**src/rtl/sparse_encoder_if.sv**
```systemverilog
// Stream bundle for the sparse encoder: dense vector in, (value, index) beats out.
// master drives vectors and accepts beats; slave is the encoder side.
interface sparse_encoder_if #(
  parameter int DATA_W = 8,
  parameter int N      = 16
);
  logic [N*DATA_W-1:0]  Vector_in;
  logic                 in_valid;
  logic                 in_ready;
  logic                 out_valid;
  logic                 out_ready;
  logic [DATA_W-1:0]    out_value;
  logic [$clog2(N)-1:0] out_index;
  logic                 out_last;
  logic                 out_zero;
  logic [$clog2(N):0]   nnz_count;

  modport master (
    output Vector_in, in_valid, out_ready,
    input  in_ready, out_valid, out_value, out_index, out_last, out_zero, nnz_count
  );

  modport slave (
    input  Vector_in, in_valid, out_ready,
    output in_ready, out_valid, out_value, out_index, out_last, out_zero, nnz_count
  );
endinterface

```
**src/rtl/sparse_encoder.sv**
```systemverilog
// Compresses one dense vector into a serial stream of nonzero (value, index) beats,
// lowest index first. All outputs are registered; beats follow back-to-back.
//
// state | meaning
// IDLE  | waiting for a vector (in_ready=1 once out of reset)
// EMIT  | presenting the lowest remaining nonzero element
// ZERO  | presenting the single beat of an all-zero vector
module sparse_encoder #(
  parameter int DATA_W = 8,
  parameter int N      = 16
) (
  input  logic           clk,
  input  logic           rst,
  sparse_encoder_if.slave bus
);
  localparam int IDX_W = $clog2(N);
  localparam int CNT_W = IDX_W + 1;

  typedef enum logic [1:0] {IDLE, EMIT, ZERO} state_t;

  state_t              state_q;
  logic [N*DATA_W-1:0] vec_q;
  logic [N-1:0]        mask_q;
  logic [CNT_W-1:0]    nnz_q;
  logic                in_ready_q;
  logic                out_valid_q;
  logic [DATA_W-1:0]   out_value_q;
  logic [IDX_W-1:0]    out_index_q;
  logic                out_last_q;
  logic                out_zero_q;

  logic [N-1:0]        cap_mask;
  logic [CNT_W-1:0]    cap_cnt;
  logic [N-1:0]        nxt_mask;
  logic [N-1:0]        src_mask;
  logic [IDX_W-1:0]    first_idx;
  logic                src_single;
  logic [DATA_W-1:0]   src_value;

  // One encoder serves both the capture cycle (fresh input) and each accepted beat
  // (mask minus the bit just sent), so the next beat is ready without a bubble.
  always_comb begin
    cap_mask  = '0;
    cap_cnt   = '0;
    first_idx = '0;
    for (int i = 0; i < N; i++) begin
      cap_mask[i] = |bus.Vector_in[i*DATA_W +: DATA_W];
      cap_cnt     = cap_cnt + CNT_W'(cap_mask[i]);
    end
    nxt_mask   = mask_q & ~(N'(1) << out_index_q);
    src_mask   = (state_q == IDLE) ? cap_mask : nxt_mask;
    for (int i = N - 1; i >= 0; i--) begin
      if (src_mask[i]) first_idx = IDX_W'(i);
    end
    src_single = ((src_mask & (src_mask - N'(1))) == '0);
    src_value  = (state_q == IDLE) ? bus.Vector_in[int'(first_idx)*DATA_W +: DATA_W]
                                   : vec_q[int'(first_idx)*DATA_W +: DATA_W];
  end

  always_ff @(posedge clk or negedge rst) begin
    if (!rst) begin
      state_q     <= IDLE;
      vec_q       <= '0;
      mask_q      <= '0;
      nnz_q       <= '0;
      in_ready_q  <= 1'b0;
      out_valid_q <= 1'b0;
      out_value_q <= '0;
      out_index_q <= '0;
      out_last_q  <= 1'b0;
      out_zero_q  <= 1'b0;
    end else begin
      case (state_q)
        IDLE: begin
          in_ready_q <= 1'b1;
          if (bus.in_valid && in_ready_q) begin
            vec_q       <= bus.Vector_in;
            mask_q      <= cap_mask;
            nnz_q       <= cap_cnt;
            in_ready_q  <= 1'b0;
            out_valid_q <= 1'b1;
            if (|cap_mask) begin
              state_q     <= EMIT;
              out_value_q <= src_value;
              out_index_q <= first_idx;
              out_last_q  <= src_single;
              out_zero_q  <= 1'b0;
            end else begin
              state_q     <= ZERO;
              out_value_q <= '0;
              out_index_q <= '0;
              out_last_q  <= 1'b1;
              out_zero_q  <= 1'b1;
            end
          end
        end
        EMIT: begin
          if (bus.out_ready) begin
            mask_q <= nxt_mask;
            if (out_last_q) begin
              state_q     <= IDLE;
              in_ready_q  <= 1'b1;
              out_valid_q <= 1'b0;
              out_value_q <= '0;
              out_index_q <= '0;
              out_last_q  <= 1'b0;
            end else begin
              out_value_q <= src_value;
              out_index_q <= first_idx;
              out_last_q  <= src_single;
            end
          end
        end
        ZERO: begin
          if (bus.out_ready) begin
            state_q     <= IDLE;
            in_ready_q  <= 1'b1;
            out_valid_q <= 1'b0;
            out_last_q  <= 1'b0;
            out_zero_q  <= 1'b0;
          end
        end
        default: state_q <= IDLE;
      endcase
    end
  end

  assign bus.in_ready  = in_ready_q;
  assign bus.out_valid = out_valid_q;
  assign bus.out_value = out_value_q;
  assign bus.out_index = out_index_q;
  assign bus.out_last  = out_last_q;
  assign bus.out_zero  = out_zero_q;
  assign bus.nnz_count = nnz_q;

endmodule

```
**src/flat_wrapper.sv**
```systemverilog
// flat-port wrapper written by rule: the top's interface ports become plain ports
module sparse_encoder_flat 
#(
  parameter int DATA_W = 8,
  parameter int N      = 16
)
  (clk, rst, bus_Vector_in, bus_in_valid, bus_out_ready, bus_in_ready, bus_out_valid, bus_out_value, bus_out_index, bus_out_last, bus_out_zero, bus_nnz_count);
  sparse_encoder_if #(.DATA_W(DATA_W), .N(N)) bus_i ();
  input  logic clk;
  input  logic rst;
  input wire logic [$bits(bus_i.Vector_in)-1:0] bus_Vector_in;
  input wire logic [$bits(bus_i.in_valid)-1:0] bus_in_valid;
  input wire logic [$bits(bus_i.out_ready)-1:0] bus_out_ready;
  output wire logic [$bits(bus_i.in_ready)-1:0] bus_in_ready;
  output wire logic [$bits(bus_i.out_valid)-1:0] bus_out_valid;
  output wire logic [$bits(bus_i.out_value)-1:0] bus_out_value;
  output wire logic [$bits(bus_i.out_index)-1:0] bus_out_index;
  output wire logic [$bits(bus_i.out_last)-1:0] bus_out_last;
  output wire logic [$bits(bus_i.out_zero)-1:0] bus_out_zero;
  output wire logic [$bits(bus_i.nnz_count)-1:0] bus_nnz_count;
  assign bus_i.Vector_in = bus_Vector_in;
  assign bus_i.in_valid = bus_in_valid;
  assign bus_i.out_ready = bus_out_ready;
  assign bus_in_ready = bus_i.in_ready;
  assign bus_out_valid = bus_i.out_valid;
  assign bus_out_value = bus_i.out_value;
  assign bus_out_index = bus_i.out_index;
  assign bus_out_last = bus_i.out_last;
  assign bus_out_zero = bus_i.out_zero;
  assign bus_nnz_count = bus_i.nnz_count;
  sparse_encoder #(.DATA_W(DATA_W), .N(N)) u_core (.clk(clk), .rst(rst), .bus(bus_i));
endmodule
```
**config.mk**
```make
export PLATFORM = sky130hd
export DESIGN_NAME = sparse_encoder_flat
export DESIGN_NICKNAME = d
export VERILOG_FILES = /design/src/rtl/sparse_encoder_if.sv /design/src/rtl/sparse_encoder.sv /design/src/flat_wrapper.sv
export SDC_FILE = /design/constraint.sdc
export NUM_CORES = 1
export LEC_CHECK = 0
export ABC_AREA = 1
export CAP_MARGIN = 0
export CORE_AREA = 2 2 146 148
export CTS_BUF_LIST = sky130_fd_sc_hd__clkbuf_4 sky130_fd_sc_hd__clkbuf_8 sky130_fd_sc_hd__clkbuf_16
export CTS_CLUSTER_DIAMETER = 150
export CTS_CLUSTER_SIZE = 8
export DETAILED_ROUTE_END_ITERATION = 10
export DIE_AREA = 0 0 148 150
export HOLD_SLACK_MARGIN = 0.03
export PLACE_DENSITY_LB_ADDON = 0.05
export SLEW_MARGIN = 20
export SYNTH_ARGS = -nofsm -noshare
export SYNTH_HDL_FRONTEND = slang
export SYNTH_SLANG_ARGS = --single-unit
```
**constraint.sdc**
```tcl
create_clock -name clk -period 7.8 [get_ports clk]
set_input_delay 0.78 -clock clk [delete_from_list [all_inputs] [get_ports clk]]
set_output_delay 0.78 -clock clk [all_outputs]
set_load 0.05 [all_outputs]
```
==> results of run 1 <==
worst max-delay path, cell delays in order:
cell and delay, ns:
clkdlybuf4s50_1 0.44, or2_1 0.25, nor3_1 0.14, nand3_1 0.15
ha_1 0.33, inv_1 0.09, fa_1 0.46, fa_1 0.52
fa_1 0.44, fa_1 0.49, inv_1 0.05, fa_1 0.41
fa_1 0.45, nand2_1 0.08, inv_1 0.04, o31ai_1 0.26
cell usage after synthesis (3+ instances only):
library cell and instances:
a21oi_1 22, a31oi_1 4, buf_1 5, buf_2 11, buf_4 5, buf_6 11, clkbuf_1 66, dfrtp_1 167
fa_1 10, ha_1 11, inv_1 163, inv_2 17, nand2_1 443, nand2_2 4, nand3_1 202, nand4_1 12
nor2_1 90, nor2_2 5, o21ai_0 290, o21ai_1 9, o22ai_1 6, o31ai_1 3
through the flow:
step	util	setup slack [ns]	hold WS (ns)	std cells
3_3_place_gp	0.591	2.40	0.456	1924
4_1_cts	0.624	2.75	0.398	1955
2_1_floorplan	-	3.13	0.443	1581
5_1_grt	0.625	2.53	0.436	1956
3_5_place_dp	0.591	2.34	0.460	1924
6_report	0.625	2.74	0.372	1956
routing by layer:
| metal | global-route usage | wire length (microns) |
|---|---|---|
| met5 | 0 | 0 |
| met4 | 0.0967 | 697 |
| met3 | 0.0457 | 2190 |
| met2 | 0.458 | 14700 |
| met1 | 0.436 | 14600 |
state kept, by name (all words and copies together) (netlist names):
register / flops
u_core.state_q: 2
u_core.mask_q: 16
u_core.bus.out_valid: 1
u_core.bus.in_ready: 1
u_core.bus.nnz_count: 5
u_core.bus.out_zero: 1
u_core.vec_q: 128
u_core.bus.out_index: 4
u_core.bus.out_value: 8
u_core.bus.out_last: 1
area by class of cell:
class / instances / area [sq um] / share of cell area
sequential: 167 / 4180 / 0.323
inverter: 181 / 679 / 0.0526
tap: 275 / 344 / 0.0266
clock inverter: 11 / 219 / 0.0169
clock buffer: 20 / 467 / 0.0361
timing repair buffer: 166 / 1630 / 0.126
multi-input combinational: 1135 / 5400 / 0.418
antenna: 1 / 2.50 / 0.000194
worst max path at each step:
stage                            startpoint                             endpoint  slack, ns  cells after the start
after global placement    bus_Vector_in[15]  u_core.bus.nnz_count[4]$_DFFE_PN0P_       2.40                     17
after global routing      bus_Vector_in[15]  u_core.bus.nnz_count[2]$_DFFE_PN0P_       2.53                     16
after detailed placement  bus_Vector_in[15]  u_core.bus.nnz_count[2]$_DFFE_PN0P_       2.34                     16
after floorplan           bus_Vector_in[15]  u_core.bus.nnz_count[4]$_DFFE_PN0P_       3.13                     16
final                     bus_Vector_in[15]  u_core.bus.nnz_count[2]$_DFFE_PN0P_       2.74                     16
after CTS                 bus_Vector_in[15]  u_core.bus.nnz_count[2]$_DFFE_PN0P_       2.75                     16
power by group:
part           internal [mW]  switching, mW
clock                  0.626          0.370
combinational          0.818           1.86
sequential              1.27          0.169
cell families (layout without fill, tap and decap cells):
kind of cell | count (synthesis) | after routing
compound gates | 347 | 347
fa+ha+maj | 21 | 21
buf+inv | 279 | 378
flops | 167 | 167
other cells | 0 | 1
simple gates | 767 | 767
==> impl_summary.txt, run 1 <==
----------------------------------------------------
[CTS]
  Clock transition at the registers of the reported paths ... 0.07 ns
  Root Buffer ... clkbuf_16
  Post-CTS Setup Bufs ... 0
  TritonCTS clock tree ... yes
  # H-tree levels ... 4
  Clock Latency Late Sink ... 0.44 ns
  Post-CTS Resized ... 0
  Maximum number of buffers from clock root to sink ... 2
  Total clock buffers created by CTS ... 17
  Count of hold-fix buffers inserted at cts ... 0
  Sinks on the clock net ... 167

[Logic synthesis]
  Cell count after synthesis ... 1581
  Yosys reg bits ... 167
  Dominant combinational cell family by area after synthesis ... simple AND/OR/NAND/NOR gates
  Top cell type by total area after synthesis ... dfrtp_1
  Post-Synthesis Mean Instance Area ... 6.78 sq um
  Synthesized-area fraction occupied by ao, oa, aoi and oai cells ... 0.169
  Number of synthesized flops with an enable pin ... 0
  Post-synthesis share of cell area spent on and, or, nand and nor gates ... 0.301
  Number of warnings printed during yosys synthesis ... 0
  Area fraction of the dominant cell type after synthesis ... 0.390
  Share of the synthesized netlist area taken by xor and xnor gates ... 0
  Post-Synth Adder-Cell Area ... 0.0315
  Leading cell types by total area after synthesis ... dfrtp_1, nand2_1, o21ai_0
  Most frequently used flop master after synthesis ... dfrtp_1
  Combined area of all synthesized cells ... 0.0107 sq mm
  Asr flop ratio synth ... 1.00
  Distinct cell type count of the synthesized netlist ... 40
  Sequential-to-total area share from yosys stat ... 0.390
  Mux cell area share after synthesis ... 0
  Post-Syn Nets ... 1734

[Setup path]
  Endpoint required time on the critical path ... 8.13 ns
  Data arrival time of the critical path ... 5.39 ns
  R2r setup slk ... 3.05 ns
  Worst Setup End Kind ... register
  Biggest fanout along the worst timing path ... 3
  Worst setup path class ... input pin to register
  Worst r2r dst ... u_core.bus.out_value[2]$_DFFE_PN0P_
  RR Startpoint ... u_core.state_q[0]$_DFFE_PN0P_
  Worst setup SP type ... input pin
  Worst-case reg-to-reg path depth ... 15

[Floorplan]
  Placeable core region ... 0.0207 sq mm
  Die width ... 148 microns
  Number of core rows ... 53
  Initial core utilization ... 0.518
  Die height ... 150 microns
  I/O pin cnt ... 153
  Die Outline Area ... 0.0222 sq mm

[Drt]
  Count of nets left with antenna violations after detail routing ... 0
  Wirelength, routed ... 32200 microns
  Number of DRC violations after detailed routing ... 0
  DR iter-0 viols ... 1064
  Drt first pass iters ... 5
  Vias ... 10700
  Via-to-Cell Ratio ... 5.48
  Mean routed wirelength per cell ... 16.5 microns

[Global route]
  Number of antenna violations at the first check in global routing ... 1
  First-pass GRT wire length ... 52300 microns
  Maximum number of pins on one net before global-route repair ... 133
  Global router's overall resource usage ... 0.299
  Global route overflow ... 0
  Via count of the first global-routing pass ... 9917

[Cells and area]
  Total number of nets in the final design ... 1821
  Commonest cells after routing, fill and taps aside ... nand2_1, o21ai_0, nand3_1
  Area added between synthesis and finish ... 20.6%
  Most common library cell in the layout ignoring fill and taps ... nand2_1
  Fraction of final layout cells sized beyond drive strength 1 ... 0.0494
  Post-route design area ... 0.0129 sq mm
  Layout fillers ... 1977

[STA]
  Number of hold violations in the final report ... 0
  Peak clock frequency supported by timing ... 198 MHz
  Total Neg Setup Slack ... 0 ns
  Slew margin rel. ... 0.305
  Final Max Tran Viols ... 0
  Clock Skews ... 0.00690 ns
  Final setup fails ... 0
  RSZ-0062 raised after global routing ... no
  Minimum clock period ... 5.06 ns
  Pin slew with the least headroom to its limit ... 1.04 ns
  Final Cycle Share ... 0.649

[Placed design]
  Placed Area ... 0.0122 sq mm
  Routability-driven placement congestion ratio ... 0.878
  Final HPWL DP ... 22400 microns
  Count of port buffers added during placement ... 152

[Hold path]
  HP Class ... input pin to asynchronous set/reset pin

[Status]
  Run status ... completed

[Pwr]
  Reported leakage power ... 5.98 nW
  Post-route total power ... 5.11 mW
  Peak ir drop on the vdd network ... 0.236 mV
  Pwr/cell area ... 395 mW/mm^2

[Flow run]
  Max-cap violations ... 0

----------------------------------------------------
No activity file was read; power rests on OpenSTA's default activity.
==> inputs of run 2 (changes only) <==
==> constraint.sdc (replaced) <==
create_clock -name clk -period 5.25 [get_ports clk]
set_input_delay 0.525 -clock clk [delete_from_list [all_inputs] [get_ports clk]]
set_output_delay 0.525 -clock clk [all_outputs]
set_load 0.05 [all_outputs]
==> run 2 against run 1 <==
Clock power up 26%. Cell count up 0.56%. Worst setup slack worse by 2.2 ns. Worst hold slack worse by 0.21 ns. Wire length down 0.82%. Largest cell class unchanged.
==> impl_summary.txt, run 2 (synthesis results as in run 1) <==
----------------------------------------------------
[CTS]
  Count of hold-fix buffers inserted at cts ... 0 (unchanged)
  Sinks on the clock net ... 167 (unchanged)
  Maximum number of buffers from clock root to sink ... 2 (unchanged)
  Post-CTS Resized ... 0 (unchanged)
  Root Buffer ... clkbuf_16
  Total clock buffers created by CTS ... 17 (unchanged)
  TritonCTS clock tree ... yes
  Post-CTS Setup Bufs ... 0 (unchanged)
  # H-tree levels ... 4 (unchanged)
  Clock Latency Late Sink ... 0.44 ns (about the same)
  Clock transition at the registers of the reported paths ... 0.07 ns (about the same)

[Placed design]
  Placed Area ... 0.0123 sq mm (+0.78%)
  Routability-driven placement congestion ratio ... 0.926 (+5.5%)
  Final HPWL DP ... 22800 microns (+1.6%)
  Instance count after placement with tap cells included ... 1935 (+0.57%)
  Place WS ... 0.0566 ns (-2.29 ns)
  Count of port buffers added during placement ... 152 (unchanged)

[Global route]
  Via count of the first global-routing pass ... 9762 (-1.6%)
  Number of antenna violations at the first check in global routing ... 0 (-1)
  Global router's overall resource usage ... 0.296 (-0.00346)
  First-pass GRT wire length ... 51400 microns (-1.7%)
  Maximum number of pins on one net before global-route repair ... 133 (unchanged)
  Global route overflow ... 0 (unchanged)

[Setup path]
  Biggest fanout along the worst timing path ... 3 (unchanged)
  Cell type of the slowest stage on the worst timing path ... fa_1
  Highest cell delay on the worst timing path ... 0.51 ns (about the same)
  Count of buffer and inverter cells on the critical path ... 4 (unchanged)
  Cell family with the largest share of critical-path delay ... adder cells
  Data arrival time of the critical path ... 5.07 ns (-0.32 ns)
  Endpoint required time on the critical path ... 5.56 ns (-2.57 ns)
  Worst Setup End Kind ... register
  Cell occurring most often along the worst timing path ... fa_1
  Critical Path Start ... bus_Vector_in[14]
  RR Startpoint ... u_core.state_q[0]$_DFFE_PN0P_
  Worst setup path class ... input pin to register
  List of cells traversed by the critical path ... clkdlybuf4s50_1 -> or2_1 -> nor3_1 -> nand3_1 -> ha_1 -> inv_1 -> fa_1 -> fa_1 -> fa_1 -> fa_1 -> inv_1 -> fa_1 -> fa_1 -> nand2_1 -> inv_1 -> o21ai_0 -> nand2_1
  Worst setup SP type ... input pin

[Floorplan]
  Die width ... 148 microns (unchanged)
  I/O pin cnt ... 153 (unchanged)
  Die Outline Area ... 0.0222 sq mm (unchanged)
  Initial core utilization ... 0.518 (unchanged)
  Die height ... 150 microns (unchanged)
  Number of core rows ... 53 (unchanged)
  Placeable core region ... 0.0207 sq mm (unchanged)

[Cells and area]
  Most common library cell in the layout ignoring fill and taps ... nand2_1
  Number of flip-flops under the largest register name ... 128 (unchanged)
  Area added between synthesis and finish ... 20.4%
  Post-route design area ... 0.0129 sq mm (-0.13%)
  Commonest cells after routing, fill and taps aside ... nand2_1, o21ai_0, nand3_1
  Diode count ... 0 (-1)
  Total number of nets in the final design ... 1832 (+0.60%)
  Register with the most flip-flops ... u_core.vec_q
  Final std cells w/o fill ... 1967 (+0.56%)
  Fraction of final layout cells sized beyond drive strength 1 ... 0.0561 (+0.00674)
  Layout fillers ... 1926 (-2.6%)

[Pwr]
  Reported leakage power ... 5.99 nW (+0.15%)
  Pwr/cell area ... 566 mW/mm^2 (+43%)
  Peak ir drop on the vdd network ... 0.249 mV (+5.5%)

[STA]
  Total Neg Setup Slack ... 0 ns (unchanged)
  Slew margin rel. ... 0.338 (+0.0332)
  Number of hold violations in the final report ... 0 (unchanged)
  Smallest setup slack after layout ... 0.498 ns (-2.24 ns)
  Final setup fails ... 0 (unchanged)
  Minimum clock period ... 4.75 ns
  Final Max Tran Viols ... 0 (unchanged)
  RSZ-0062 raised after global routing ... no
  Pin slew with the least headroom to its limit ... 0.993 ns (-0.0499 ns)
  Clock Skews ... 0.00878 ns (+0.00187 ns)
  Final Cycle Share ... 0.905
  Peak clock frequency supported by timing ... 210 MHz

[Drt]
  Drt first pass iters ... 6 (+1)
  Vias ... 10800 (+0.97%)
  Wirelength, routed ... 31900 microns (-0.82%)
  Via-to-Cell Ratio ... 5.50 (+0.41%)
  DR iter-0 viols ... 1057 (-0.66%)
  Mean routed wirelength per cell ... 16.2 microns (-1.4%)
  Number of DRC violations after detailed routing ... 0 (unchanged)
  Count of nets left with antenna violations after detail routing ... 0 (unchanged)

[Hold path]
  HP Class ... input pin to asynchronous set/reset pin

[Status]
  Run status ... completed

[Flow run]
  Max-cap violations ... 0 (unchanged)

----------------------------------------------------
run 2: worst paths after layout:
| check | depth (start not counted) | endpoint | slack (ns) |
|---|---|---|---|
| max reg2reg | 24 | u_core.bus.out_value[2]$_DFFE_PN0P_ | 1.32 |
| min reg2reg | 2 | u_core.bus.out_value[2]$_DFFE_PN0P_ | 0.48 |
| min | 1 | u_core.vec_q[45]$_DFFE_PN0P_ | 0.16 |
| max in group asynchronous | 2 | u_core.vec_q[58]$_DFFE_PN0P_ | 3.98 |
| min in group clk | 2 | u_core.bus.out_value[2]$_DFFE_PN0P_ | 0.48 |
| max | 17 | u_core.bus.nnz_count[4]$_DFFE_PN0P_ | 0.50 |
run 2: layer usage:
metal / vias to the layer above / global-route usage / wire length [microns]
met2: 429 / 0.460 / 14500
li1: 5311 / - / -
met3: 49 / 0.0424 / 2290
met1: 5033 / 0.428 / 14400
met4: 0 / 0.0933 / 739
met5: - / 0 / 0
run 2: cell type report:
cell class | instances | area [sq um] | area share
Tap cell | 275 | 344 | 0.0267
Inverter | 181 | 679 | 0.0526
Multi-Input combinational cell | 1135 | 5400 | 0.418
Clock inverter | 14 | 138 | 0.0107
Timing Repair Buffer | 177 | 1730 | 0.134
Clock buffer | 18 | 439 | 0.0340
Sequential cell | 167 | 4180 | 0.324
run 2: where the power goes:
part | switching [mW] | internal (mW) | total [mW]
Combinational | 2.71 | 1.22 | 3.93
Sequential | 0.242 | 1.88 | 2.12
Clock | 0.574 | 0.677 | 1.25
Total | 3.53 | 3.78 | 7.31
run 2: per-stage QoR:
step | util | total power, mW | hold WS, ns
after floorplan | - | 5.00 | 0.229
after global placement | 0.596 | 5.98 | 0.457
after detailed placement | 0.596 | 6.04 | 0.462
after CTS | 0.624 | 7.30 | 0.203
after global routing | 0.624 | 7.93 | 0.246
final | 0.624 | 7.31 | 0.164
==> inputs of run 3 (changes only) <==
--- a/config.mk
+++ b/config.mk
@@ -19,3 +19,4 @@
 export SYNTH_ARGS = -nofsm -noshare
 export SYNTH_HDL_FRONTEND = slang
 export SYNTH_SLANG_ARGS = --single-unit
+export TNS_END_PERCENT = 1
==> results of run 3 <==
No change in the layout: final DEF, timing and power equal those of run 2.
